### config.mk
export PLATFORM = sky130hd
export DESIGN_NAME = debounce_edge
export DESIGN_NICKNAME = d
export VERILOG_FILES = /design/src/rtl/debounce_edge.sv
export SDC_FILE = /design/constraint.sdc
export NUM_CORES = 1
export LEC_CHECK = 0
export CORE_AREA = 2 2 39 41
export CTS_CLUSTER_SIZE = 28
export DETAILED_ROUTE_END_ITERATION = 8
export DIE_AREA = 0 0 41 43
export RECOVER_POWER = 25
export SLEW_MARGIN = 5
export SYNTH_ARGS = -nofsm -noshare
export SYNTH_HDL_FRONTEND = slang
export SYNTH_SLANG_ARGS = --single-unit
### constraint.sdc
create_clock -name clk -period 2.2 [get_ports clk]
set_input_delay 0.33 -clock clk [delete_from_list [all_inputs] [get_ports clk]]
set_output_delay 0.33 -clock clk [all_outputs]
set_load 0.01 [all_outputs]
### src/rtl/debounce_edge.sv
// Debounce a raw asynchronous input into a clean level plus one-cycle rise/fall strobes.
// Latency: STABLE_COUNT+3 clock edges from the first sample of a new level (2 sync + entry + count).
// Backpressure: none; the input is sampled every cycle and the outputs are strobes/levels.
module debounce_edge #(
   parameter int STABLE_COUNT = 10,
   parameter int CNT_WIDTH    = 4
) (
   input  logic clk,
   input  logic reset,
   input  logic bounce_in,
   output logic db_out,
   output logic db_bar,
   output logic rise_pulse,
   output logic fall_pulse
);

   typedef enum logic [1:0] {
      IDLE_LOW  = 2'd0,
      WAIT_HIGH = 2'd1,
      IDLE_HIGH = 2'd2,
      WAIT_LOW  = 2'd3
   } state_t;

   // Count value at which a WAIT state accepts the new level.
   localparam logic [CNT_WIDTH-1:0] CNT_LAST = CNT_WIDTH'(STABLE_COUNT - 1);

   logic                 sync_1;
   logic                 sync_2;
   state_t               state;
   state_t               state_nxt;
   logic [CNT_WIDTH-1:0] cnt;
   logic [CNT_WIDTH-1:0] cnt_nxt;
   logic                 db_nxt;
   logic                 rise_nxt;
   logic                 fall_nxt;

   // Two-flop synchroniser; only sync_2 is allowed to reach the FSM.
   always_ff @(posedge clk or negedge reset) begin
      if (!reset) begin
         sync_1 <= 1'b0;
         sync_2 <= 1'b0;
      end else begin
         sync_1 <= bounce_in;
         sync_2 <= sync_1;
      end
   end

   // State, stability counter and registered outputs.
   always_ff @(posedge clk or negedge reset) begin
      if (!reset) begin
         state      <= IDLE_LOW;
         cnt        <= '0;
         db_out     <= 1'b0;
         rise_pulse <= 1'b0;
         fall_pulse <= 1'b0;
      end else begin
         state      <= state_nxt;
         cnt        <= cnt_nxt;
         db_out     <= db_nxt;
         rise_pulse <= rise_nxt;
         fall_pulse <= fall_nxt;
      end
   end

   // Next-state logic: a WAIT state needs STABLE_COUNT further agreeing samples
   // after entry; any disagreeing sample drops back to IDLE and discards the count.
   always_comb begin
      state_nxt = state;
      cnt_nxt   = cnt;
      db_nxt    = db_out;
      rise_nxt  = 1'b0;
      fall_nxt  = 1'b0;
      case (state)
         IDLE_LOW: begin
            if (sync_2) begin
               state_nxt = WAIT_HIGH;
               cnt_nxt   = '0;
            end
         end
         WAIT_HIGH: begin
            if (!sync_2) begin
               state_nxt = IDLE_LOW;
            end else if (cnt == CNT_LAST) begin
               state_nxt = IDLE_HIGH;
               db_nxt    = 1'b1;
               rise_nxt  = 1'b1;
            end else begin
               cnt_nxt = cnt + 1'b1;
            end
         end
         IDLE_HIGH: begin
            if (!sync_2) begin
               state_nxt = WAIT_LOW;
               cnt_nxt   = '0;
            end
         end
         WAIT_LOW: begin
            if (sync_2) begin
               state_nxt = IDLE_HIGH;
            end else if (cnt == CNT_LAST) begin
               state_nxt = IDLE_LOW;
               db_nxt    = 1'b0;
               fall_nxt  = 1'b1;
            end else begin
               cnt_nxt = cnt + 1'b1;
            end
         end
         default: begin
            state_nxt = IDLE_LOW;
            cnt_nxt   = '0;
         end
      endcase
   end

   assign db_bar = ~db_out;

endmodule

After elaboration in Yosys (flattened, before gate mapping)
Index checks and enable logic that the tools add are counted.
- flip-flop bits (word level): 11
- muxes and demuxes: 23
- add/subtract/negate cells: 1
- reductions and logical operators: 5
- bitwise gates (word level): 1
- equal/unequal tests: 12
- operators with widths (cell ; number):
    2-to-1 mux 4 bit ; 5
    case mux 4 bit (4 select lines) ; 1
    2-to-1 mux 2 bit ; 6
    != test 2 bit (second input constant) ; 6
    2-to-1 mux 1 bit ; 9
    case mux 2 bit (4 select lines) ; 1
    AND reduction 4 bit ; 2
    != test 3 bit (second input constant) ; 2
    AND reduction 5 bit ; 1
    adder 4 x 1 -> 4 bit (second input constant) ; 1
    equality test 2 bit (second input constant) ; 2
    equality test 4 bit (second input constant) ; 1
    equality test 2 x 1 -> 1 bit (second input constant) ; 1
    logical NOT 2 bit ; 1
    case mux 1 bit (2 select lines) ; 1
    nonzero test 2 bit ; 1
    inverter 1 bit ; 1

Longest topological paths before layout
Gate-level depths: netlist of run 1.
- word-level depth: 4
- gate-level depth with buffers: 5

Least setup slack after synthesis of run 1
Ideal clock, no wire load.
- kind: register to register
- from: reg cnt[0]
- to: reg cnt[0]
- stages on the path, launching flop included: 5
- buffers on the path: 0
- arrival time: 1259 ps
- library setup time: 83 ps
- path slack: 858 ps
- cell sequence: dfrtp_1 -> ha_1 -> and4b_1 -> or2_2 -> o21ai_0
- cells in the longest elaborated chain, start to end: 4
- elaborated cells on any way between the ends: 6
- those cells by class: 1 x add/sub; 1 x eq/ne; 4 x mux
- ends and longest elaborated chain (element ; line ; source):
    start: declaration ; 31 ; logic [CNT_WIDTH-1:0] cnt;
    start signal: assignment ; 58 ; cnt <= cnt_nxt;
    adder 4 x 1 -> 4 bit or equality test 4 bit (tied branches) ; - ;
    2-to-1 mux 4 bit * ; 83, 100 ;
    2-to-1 mux 4 bit, on equally long branches ; 98, 81 ;
    case mux 4 bit (4 select lines) * ; 73 ; case (state)
Mark *: on every way between the ends. The rest lies on a longest branch, timed or not. The select of a mux whose other input is x is not followed.
A chain may end at the register's enable or synchronous reset.

Worst setup path after layout of run 1
- from: reg db_out
- to: out db_bar
- cells in the longest elaborated chain, start to end: 1
- ends and longest elaborated chain (element ; line ; source):
    start: declaration ; 11 ; output logic db_out,
    start signal: assignment ; 59 ; db_out <= db_nxt;
    inverter 1 bit ; 115 ; assign db_bar = ~db_out;
    end: declaration ; 12 ; output logic db_bar,
Every way passes these cells.

==> results.cfg, run 1 <==
[synth]
synth.net_count = 48
seq_area_frac_synth = 0.587
ys_seq_elements = 11
synth_area_um2 = 469
syn_inst = 43
synth.distinct_cells = 17
syn_area_per_cell_um2 = 10.9
ys_warn_count = 0

[worst_setup_path]
setup.worst_path.start_class = flip-flop
critPathMaxStageDelay_ps = 530
cp.required_ps = 1870
crit_path_end_kind = primary output
cp_slowest_cell = clkdlybuf4s50_1
cp.arrival_ps = 1260
critPathMaxFanout = 3
path_cells = inv_1 > clkdlybuf4s50_1
critical_path_class = reg2out

[global_routing]
antenna_found_initial = 0
grt_max_degree = 12
grt_usage = 0.106
grt_pass1_vias = 266
grt-ovfl-total = 0
grt_pass1_wl_um = 1120

[route]
num_vias = 324
wl_um = 714
drt_iter0_drc = 5
post_drt_via_cell_ratio = 4.70
ant_nets = 0
drc_errors = 0
drtPass1Iterations = 4
wl_per_cell_um = 10.3

[clock_network]
clk_latency_ps = 260
numCtsBuffers = 3
cts.reportedPaths.clkPinSlew_ps = 60
cts_hold_buf = 0
h-tree-depth = 1
cts_resized = 0
cts_tree = yes
root_buffer = clkbuf_4
cts_buffer_depth = 2
cts_sinks = 11
post_cts_buffers = 0

[floorplanning]
die-area_um2 = 1760
initial_core_util = 0.339
ios = 7
core_area_um2 = 1380
die_w_um = 41
row_count = 14
dieHeight_um = 43

[timing]
max_slew_margin = 0.681
period_share = 0.724
period_minus_slack_ps = 1590
hold_violations = 0
fin_tns_setup_ps = 0
finClkSkew_ps = 2.11
drv_slew = 0
max_freq_mhz = 628
rsz0062_at_grt = false
setup_viol = 0
setup_ws_ps = 607
tightest_slew_ps = 475

[hold_path]
min_path_type = reg2reg

[layout]
fin_cells = 69
drive_above_1_share = 0.0755
antenna_cells = 0
area_growth_pct = 22.7
final_nets = 59
final_common_cell = dfrtp_1
final_cell_mix = dfrtp_1 (11), o21ai_0 (6), nand2_1 (5), nand3_1 (4), clkdlybuf4s50_1 (4)

[power_and_ir_drop]
powerDensity_nw_per_um2 = 930
p_leak_nw = 0.260
ir_drop_mv = 0.339

[placed_design]
pre_cts_ws_ps = 760
place.detailed.hpwl_um = 542
gp_congestion = 0.766
portBuffers = 6
placed_cells = 65

[run_status]
outcome = finished, final reports clean

[job]
max-cap-violations = 0
-- cell usage after synthesis --
cell type / count / area (µm²)
dfrtp_1: 11 / 275
o21ai_0: 6 / 30.0
nand2_1: 5 / 18.8
nand3_1: 4 / 20.0
inv_1: 3 / 11.3
ha_1: 2 / 25.0
nand2b_1: 2 / 12.5
a22oi_1: 1 / 7.51
and4b_1: 1 / 10.0
nand4b_1: 1 / 8.76
nor2_1: 1 / 3.75
nor2b_1: 1 / 6.26
nor3b_1: 1 / 7.51
o31ai_1: 1 / 7.51
or2_2: 1 / 6.26
or4b_1: 1 / 10.0
xnor2_1: 1 / 8.76
-- per-stage QoR --
step	power [W]	util	area, µm²	hold WS [ps]
global route	0.000584	0.416	576	366
CTS	0.000546	0.416	576	350
floorplan	0.000364	-	469	34.4
global placement	0.000408	0.397	549	335
finish	0.000535	0.416	576	349
detailed placement	0.000409	0.397	549	335
-- sequential cells by signal, summed over array words and instances (netlist names), named ones only --
register and count:
cnt 4, db_out 1, fall_pulse 1, rise_pulse 1, state 1, sync_1 1
sync_2 1
-- critical path, delay by kind of cell, from the launching register on --
| kind | cells | cell delay, ps |
|---|---|---|
| DFF | 1 | 390 |
| buffers and inverters | 2 | 610 |
-- worst paths after layout --
kind / start / to / slack (ps) / depth (start not counted)
max: db_out$_DFFE_PN0P_ / db_bar / 610 / 2
min: sync_1$_DFF_PN0_ / sync_2$_DFF_PN0_ / 350 / 0
max reg2reg: cnt[0]$_DFFE_PN0P_ / cnt[1]$_DFFE_PN0P_ / 740 / 4
min reg2reg: sync_1$_DFF_PN0_ / sync_2$_DFF_PN0_ / 350 / 0
max in group asynchronous: reset / asynchronous set/reset pin / 1430 / 1
min in group asynchronous: reset / sync_1$_DFF_PN0_ / 450 / 1
-- where the power goes --
group | total, W | internal, W | switching (W)
registers | 0.000285 | 0.000241 | 0.0000443
clock network | 0.000130 | 0.0000700 | 0.0000597
logic | 0.000120 | 0.0000633 | 0.0000566
-- layout make-up --
class / count / area, µm²
clock buffer: 4 / 26.3
fill: 159 / 808
inverter: 3 / 11.3
multi-input combinational: 29 / 183
sequential: 11 / 275
tap: 16 / 20.0
timing repair buffer: 6 / 60.1
-- layer usage --
metal  up-vias  track usage  routed length [µm]
met2         7        0.147                 364
li1        169            -                   -
met5         -            0                   0
met1       148        0.110                 305
met3         0       0.0785                  44
met4         0       0.0600                   0
-- cells by family (layout without fill, tap and decap cells) --
family          after synthesis  count (layout)  synth area share
compound gates                8               8            0.0960
xor+xnor                      1               1            0.0187
fa+ha+maj                     2               2            0.0533
buf+inv                       3              13            0.0240
flops                        11              11             0.587
simple gates                 18              18             0.221
No activity file was read; power rests on OpenSTA's default activity.
==> run 2: changes to the inputs <==
==> constraint.sdc (replaced) <==
create_clock -name clk -period 1.7 [get_ports clk]
set_input_delay 0.255 -clock clk [delete_from_list [all_inputs] [get_ports clk]]
set_output_delay 0.255 -clock clk [all_outputs]
set_load 0.01 [all_outputs]
==> run 2 against run 1 <==
Total power rose by 30%. Largest power group unchanged. Worst hold slack about the same. Clock power rose by 30%. Clock skew hardly changed. Setup slack got worse by 420 ps. First-iteration DRC count is 20% higher. Sequential power up 29%. Register-to-register slack worse by 490 ps. Critical endpoint unchanged. Global-route usage is 0.10 points higher. Via count unchanged.
==> results.cfg, run 2 (synthesized netlist as in run 1, its figures left out) <==
[layout]
final_area_um2 = 576
fin_cells = 69
final_cell_mix = dfrtp_1 (11), o21ai_0 (6), nand2_1 (5), nand3_1 (4), clkdlybuf4s50_1 (4)
largest_reg_flops = 4
area_growth_pct = 22.7
final_common_cell = dfrtp_1
drive_above_1_share = 0.0755
antenna_cells = 0
top_register = cnt
fillers = 155
final_nets = 59

[placed_design]
gp_congestion = 0.766
place.detailed.hpwl_um = 539
placed_area_um2 = 549
portBuffers = 6
placed_cells = 65

[power_and_ir_drop]
powerDensity_nw_per_um2 = 1210
finalPower_w = 0.000694
p_leak_nw = 0.260
p_comb_frac = 0.225
sequentialPowerShare = 0.531
clkPwrFrac = 0.243
p_sw_frac = 0.302
ir_drop_mv = 0.539
p_switching_w = 0.000209
p_int_w = 0.000485

[clock_network]
root_buffer = clkbuf_4
cts.reportedPaths.clkPinSlew_ps = 70
cts_sinks = 11
cts_resized = 0
cts_hold_buf = 0
post_cts_buffers = 0
clk_latency_ps = 260
h-tree-depth = 1
cts_buffer_depth = 2
cts_tree = yes
numCtsBuffers = 3

[timing]
max_slew_margin = 0.686
period_minus_slack_ps = 1520
tightest_slew_ps = 467
drv_slew = 0
max_freq_mhz = 659
fin_tns_setup_ps = 0
setup_viol = 0
rsz0062_at_grt = false
finClkSkew_ps = 2.42
hold_violations = 0
period_share = 0.892

[global_routing]
grt_max_degree = 12
antenna_found_initial = 0
grt_usage = 0.107
grt-ovfl-total = 0
grt_pass1_vias = 293
grt_pass1_wl_um = 1240

[worst_setup_path]
reg2reg_slack_ps = 250
path_cells = inv_1 > clkdlybuf4s50_1
crit_path_end_kind = primary output
cp.buffers_inverters = 2
critPathMaxFanout = 3
cp.required_ps = 1440
cp.arrival_ps = 1260
cpLargestDelayFamily = buffers and inverters
critPathMaxStageDelay_ps = 530
critical_path_class = reg2out
setup.worst_path.start_class = flip-flop
cp_slowest_cell = clkdlybuf4s50_1

[route]
drtPass1Iterations = 2
post_drt_via_cell_ratio = 4.70
drc_errors = 0
drt_iter0_drc = 6
ant_nets = 0
wl_um = 715
num_vias = 324
wl_per_cell_um = 10.4

[floorplanning]
die_w_um = 41
row_count = 14
dieHeight_um = 43
initial_core_util = 0.339
die-area_um2 = 1760
core_area_um2 = 1380
ios = 7

[run_status]
outcome = finished, final reports clean

[job]
max-cap-violations = 0

[hold_path]
min_path_type = reg2reg
-- run 2: final timing paths --
check,end,start,cells after the start
max,db_bar,db_out$_DFFE_PN0P_,2
min,sync_2$_DFF_PN0_,sync_1$_DFF_PN0_,0
max reg2reg,cnt[0]$_DFFE_PN0P_,cnt[0]$_DFFE_PN0P_,4
min reg2reg,sync_2$_DFF_PN0_,sync_1$_DFF_PN0_,0
max in group asynchronous,asynchronous set/reset pin,reset,1
min in group asynchronous,sync_2$_DFF_PN0_,reset,1
-- run 2: cell type report --
type / count / area [µm²] / share of cell area
inverter: 3 / 11.3 / 0.0196
tap: 16 / 20.0 / 0.0348
multi-input combinational: 29 / 183 / 0.317
clock buffer: 4 / 26.3 / 0.0457
timing repair buffer: 6 / 60.1 / 0.104
sequential: 11 / 275 / 0.478
-- run 2: per-stage QoR --
step | hold WS (ps) | setup WS (ps) | util
2_1_floorplan | -40.6 | 358 | -
3_3_place_gp | 335 | 283 | 0.397
3_5_place_dp | 335 | 264 | 0.397
4_1_cts | 339 | 170 | 0.416
5_1_grt | 365 | 134 | 0.416
6_report | 349 | 183 | 0.416
-- run 2: worst register-to-register path, cell delays in order, from the launching register on --
cell     delay [ps]
dfrtp_1         420
ha_1            240
and4b_1         230
or2_2           320
o21ai_0         160
-- run 2: per-layer routing --
metal,wire length [µm],track usage
met1,344,0.134
met2,330,0.147
met3,39,0.0628
met4,0,0.0400
met5,0,0
-- run 2: power groups by stage --
stage | combinational (W) | clock [W] | sequential (W)
2_1_floorplan | 0.000108 | 0 | 0.000363
3_3_place_gp | 0.000154 | 0 | 0.000373
3_5_place_dp | 0.000155 | 0 | 0.000373
4_1_cts | 0.000158 | 0.000178 | 0.000369
5_1_grt | 0.000182 | 0.000187 | 0.000380
6_report | 0.000156 | 0.000169 | 0.000369
==> run 3: changes to the inputs <==
--- a/config.mk
+++ b/config.mk
@@ -5,10 +5,10 @@
 export SDC_FILE = /design/constraint.sdc
 export NUM_CORES = 1
 export LEC_CHECK = 0
-export CORE_AREA = 2 2 39 41
+export CORE_MARGIN = 4
+export CORE_UTILIZATION = 30
 export CTS_CLUSTER_SIZE = 28
 export DETAILED_ROUTE_END_ITERATION = 8
-export DIE_AREA = 0 0 41 43
 export RECOVER_POWER = 25
 export SLEW_MARGIN = 5
 export SYNTH_ARGS = -nofsm -noshare
==> run 3 against run 2 <==
Via count is 0.62% higher. Worst hold slack better by 3.9 ps. Global-route usage is 2.4 points lower. Sequential power hardly changed. Largest power group unchanged.
==> results.cfg, run 3 (synthesized netlist as in run 1, its figures left out) <==
[worst_setup_path]
crit_start = db_out$_DFFE_PN0P_
reg2reg_slack_ps = 250
crit_path_end_kind = primary output
critPathMaxFanout = 3
cpLargestDelayFamily = buffers and inverters
critPathMaxStageDelay_ps = 530
setup.worst_path.start_class = flip-flop
cp_slowest_cell = clkdlybuf4s50_1
cp.required_ps = 1440
critical_path_depth = 2
path_cells = inv_1 > clkdlybuf4s50_1
rr_startpoint = cnt[0]$_DFFE_PN0P_
r2r_end = cnt[0]$_DFFE_PN0P_
critical_path_class = reg2out
cp.arrival_ps = 1250
cp.buffers_inverters = 2
worstRegToRegCells = 4

[floorplanning]
row_count = 14
dieHeight_um = 47.5
initial_core_util = 0.315
ios = 7
core_area_um2 = 1490
die-area_um2 = 2260
die_w_um = 47.5

[route]
drtPass1Iterations = 4
drc_errors = 0
post_drt_via_cell_ratio = 4.72
wl_um = 707
wl_per_cell_um = 10.2
num_vias = 326
drt_iter0_drc = 12
ant_nets = 0

[global_routing]
grt_pass1_vias = 290
grt-ovfl-total = 0
antenna_found_initial = 0
grt_usage = 0.0825
grt_pass1_wl_um = 1250
grt_max_degree = 12

[timing]
period_share = 0.886
setup_ws_ps = 193
max_freq_mhz = 664
period_minus_slack_ps = 1510
hold_violations = 0
drv_slew = 0
tightest_slew_ps = 483
fin_tns_setup_ps = 0
holdWs_ps = 353
rsz0062_at_grt = false
finClkSkew_ps = 5.11
max_slew_margin = 0.677
setup_viol = 0

[power_and_ir_drop]
p_int_w = 0.000485
p_comb_frac = 0.220
ir_drop_mv = 0.599
p_sw_frac = 0.303
finalPower_w = 0.000695
sequentialPowerShare = 0.531
p_leak_nw = 0.260
clkPwrFrac = 0.250
p_switching_w = 0.000210
powerDensity_nw_per_um2 = 1210

[clock_network]
post_cts_buffers = 0
h-tree-depth = 1
root_buffer = clkbuf_4
cts_resized = 0
cts_sinks = 11
cts_hold_buf = 0
cts_tree = yes
cts.reportedPaths.clkPinSlew_ps = 70
cts_buffer_depth = 2
clk_latency_ps = 270
numCtsBuffers = 3

[layout]
final_common_cell = dfrtp_1
final_nets = 59
top_register = cnt
area_growth_pct = 22.7
drive_above_1_share = 0.0755
largest_reg_flops = 4
final_cell_mix = dfrtp_1 (11), o21ai_0 (6), nand2_1 (5), nand3_1 (4), clkdlybuf4s50_1 (4)
antenna_cells = 0

[placed_design]
pre_cts_ws_ps = 259
gp_congestion = 0.744
portBuffers = 6
place.detailed.hpwl_um = 529

[hold_path]
min_from = sync_1$_DFF_PN0_
hold_end = sync_2$_DFF_PN0_
min_path_type = reg2reg
hold_depth = 0

[job]
max-cap-violations = 0

[run_status]
outcome = finished, final reports clean
==> run 3: cell counts in the layout (fill, tap and decap cells not counted) <==
No cell type changed its count.
==> run 3: layout make-up <==
class | count | area, µm²
Timing Repair Buffer | 6 | 60.1
Sequential cell | 11 | 275
Multi-Input combinational cell | 29 | 183
Inverter | 3 | 11.3
Clock buffer | 4 | 26.3
Tap cell | 16 | 20.0
Fill cell | 145 | 913
==> run 3: worst reg2reg max path: stages, from the launching register on <==
cell	delay, ps
dfrtp_1	420
ha_1	240
and4b_1	230
or2_2	320
o21ai_0	170
==> run 3: power by group through the flow <==
stage | Sequential (W) | Clock (W) | Combinational (W)
5_1_grt | 0.000379 | 0.000192 | 0.000188
4_1_cts | 0.000370 | 0.000183 | 0.000156
3_3_place_gp | 0.000373 | 0 | 0.000156
3_5_place_dp | 0.000374 | 0 | 0.000156
2_1_floorplan | 0.000363 | 0 | 0.000108
6_report | 0.000369 | 0.000173 | 0.000153
==> run 3: stage by stage <==
step,area [µm²],utilization,cells
2_1_floorplan,469,-,43
6_report,576,0.387,69
5_1_grt,576,0.387,69
3_3_place_gp,549,0.369,65
4_1_cts,576,0.387,69
3_5_place_dp,549,0.369,65
==> run 3: layer usage <==
metal / track usage / vias to the layer above / share of wire / routed length [µm]
met4: 0.0161 / 0 / 0 / 0
met1: 0.111 / 148 / 0.46 / 325
met2: 0.110 / 10 / 0.45 / 321
li1: - / 168 / - / -
met5: 0 / - / 0 / 0
met3: 0.0564 / 0 / 0.085 / 60
==> run 3: how the worst max path moves through the flow <==
stage                    endpoint  slack, ps
2_1_floorplan  cnt[0]$_DFFE_PN0P_        360
3_3_place_gp   cnt[1]$_DFFE_PN0P_        280
3_5_place_dp   cnt[1]$_DFFE_PN0P_        260
4_1_cts                    db_bar        170
5_1_grt                    db_bar        140
6_report                   db_bar        190
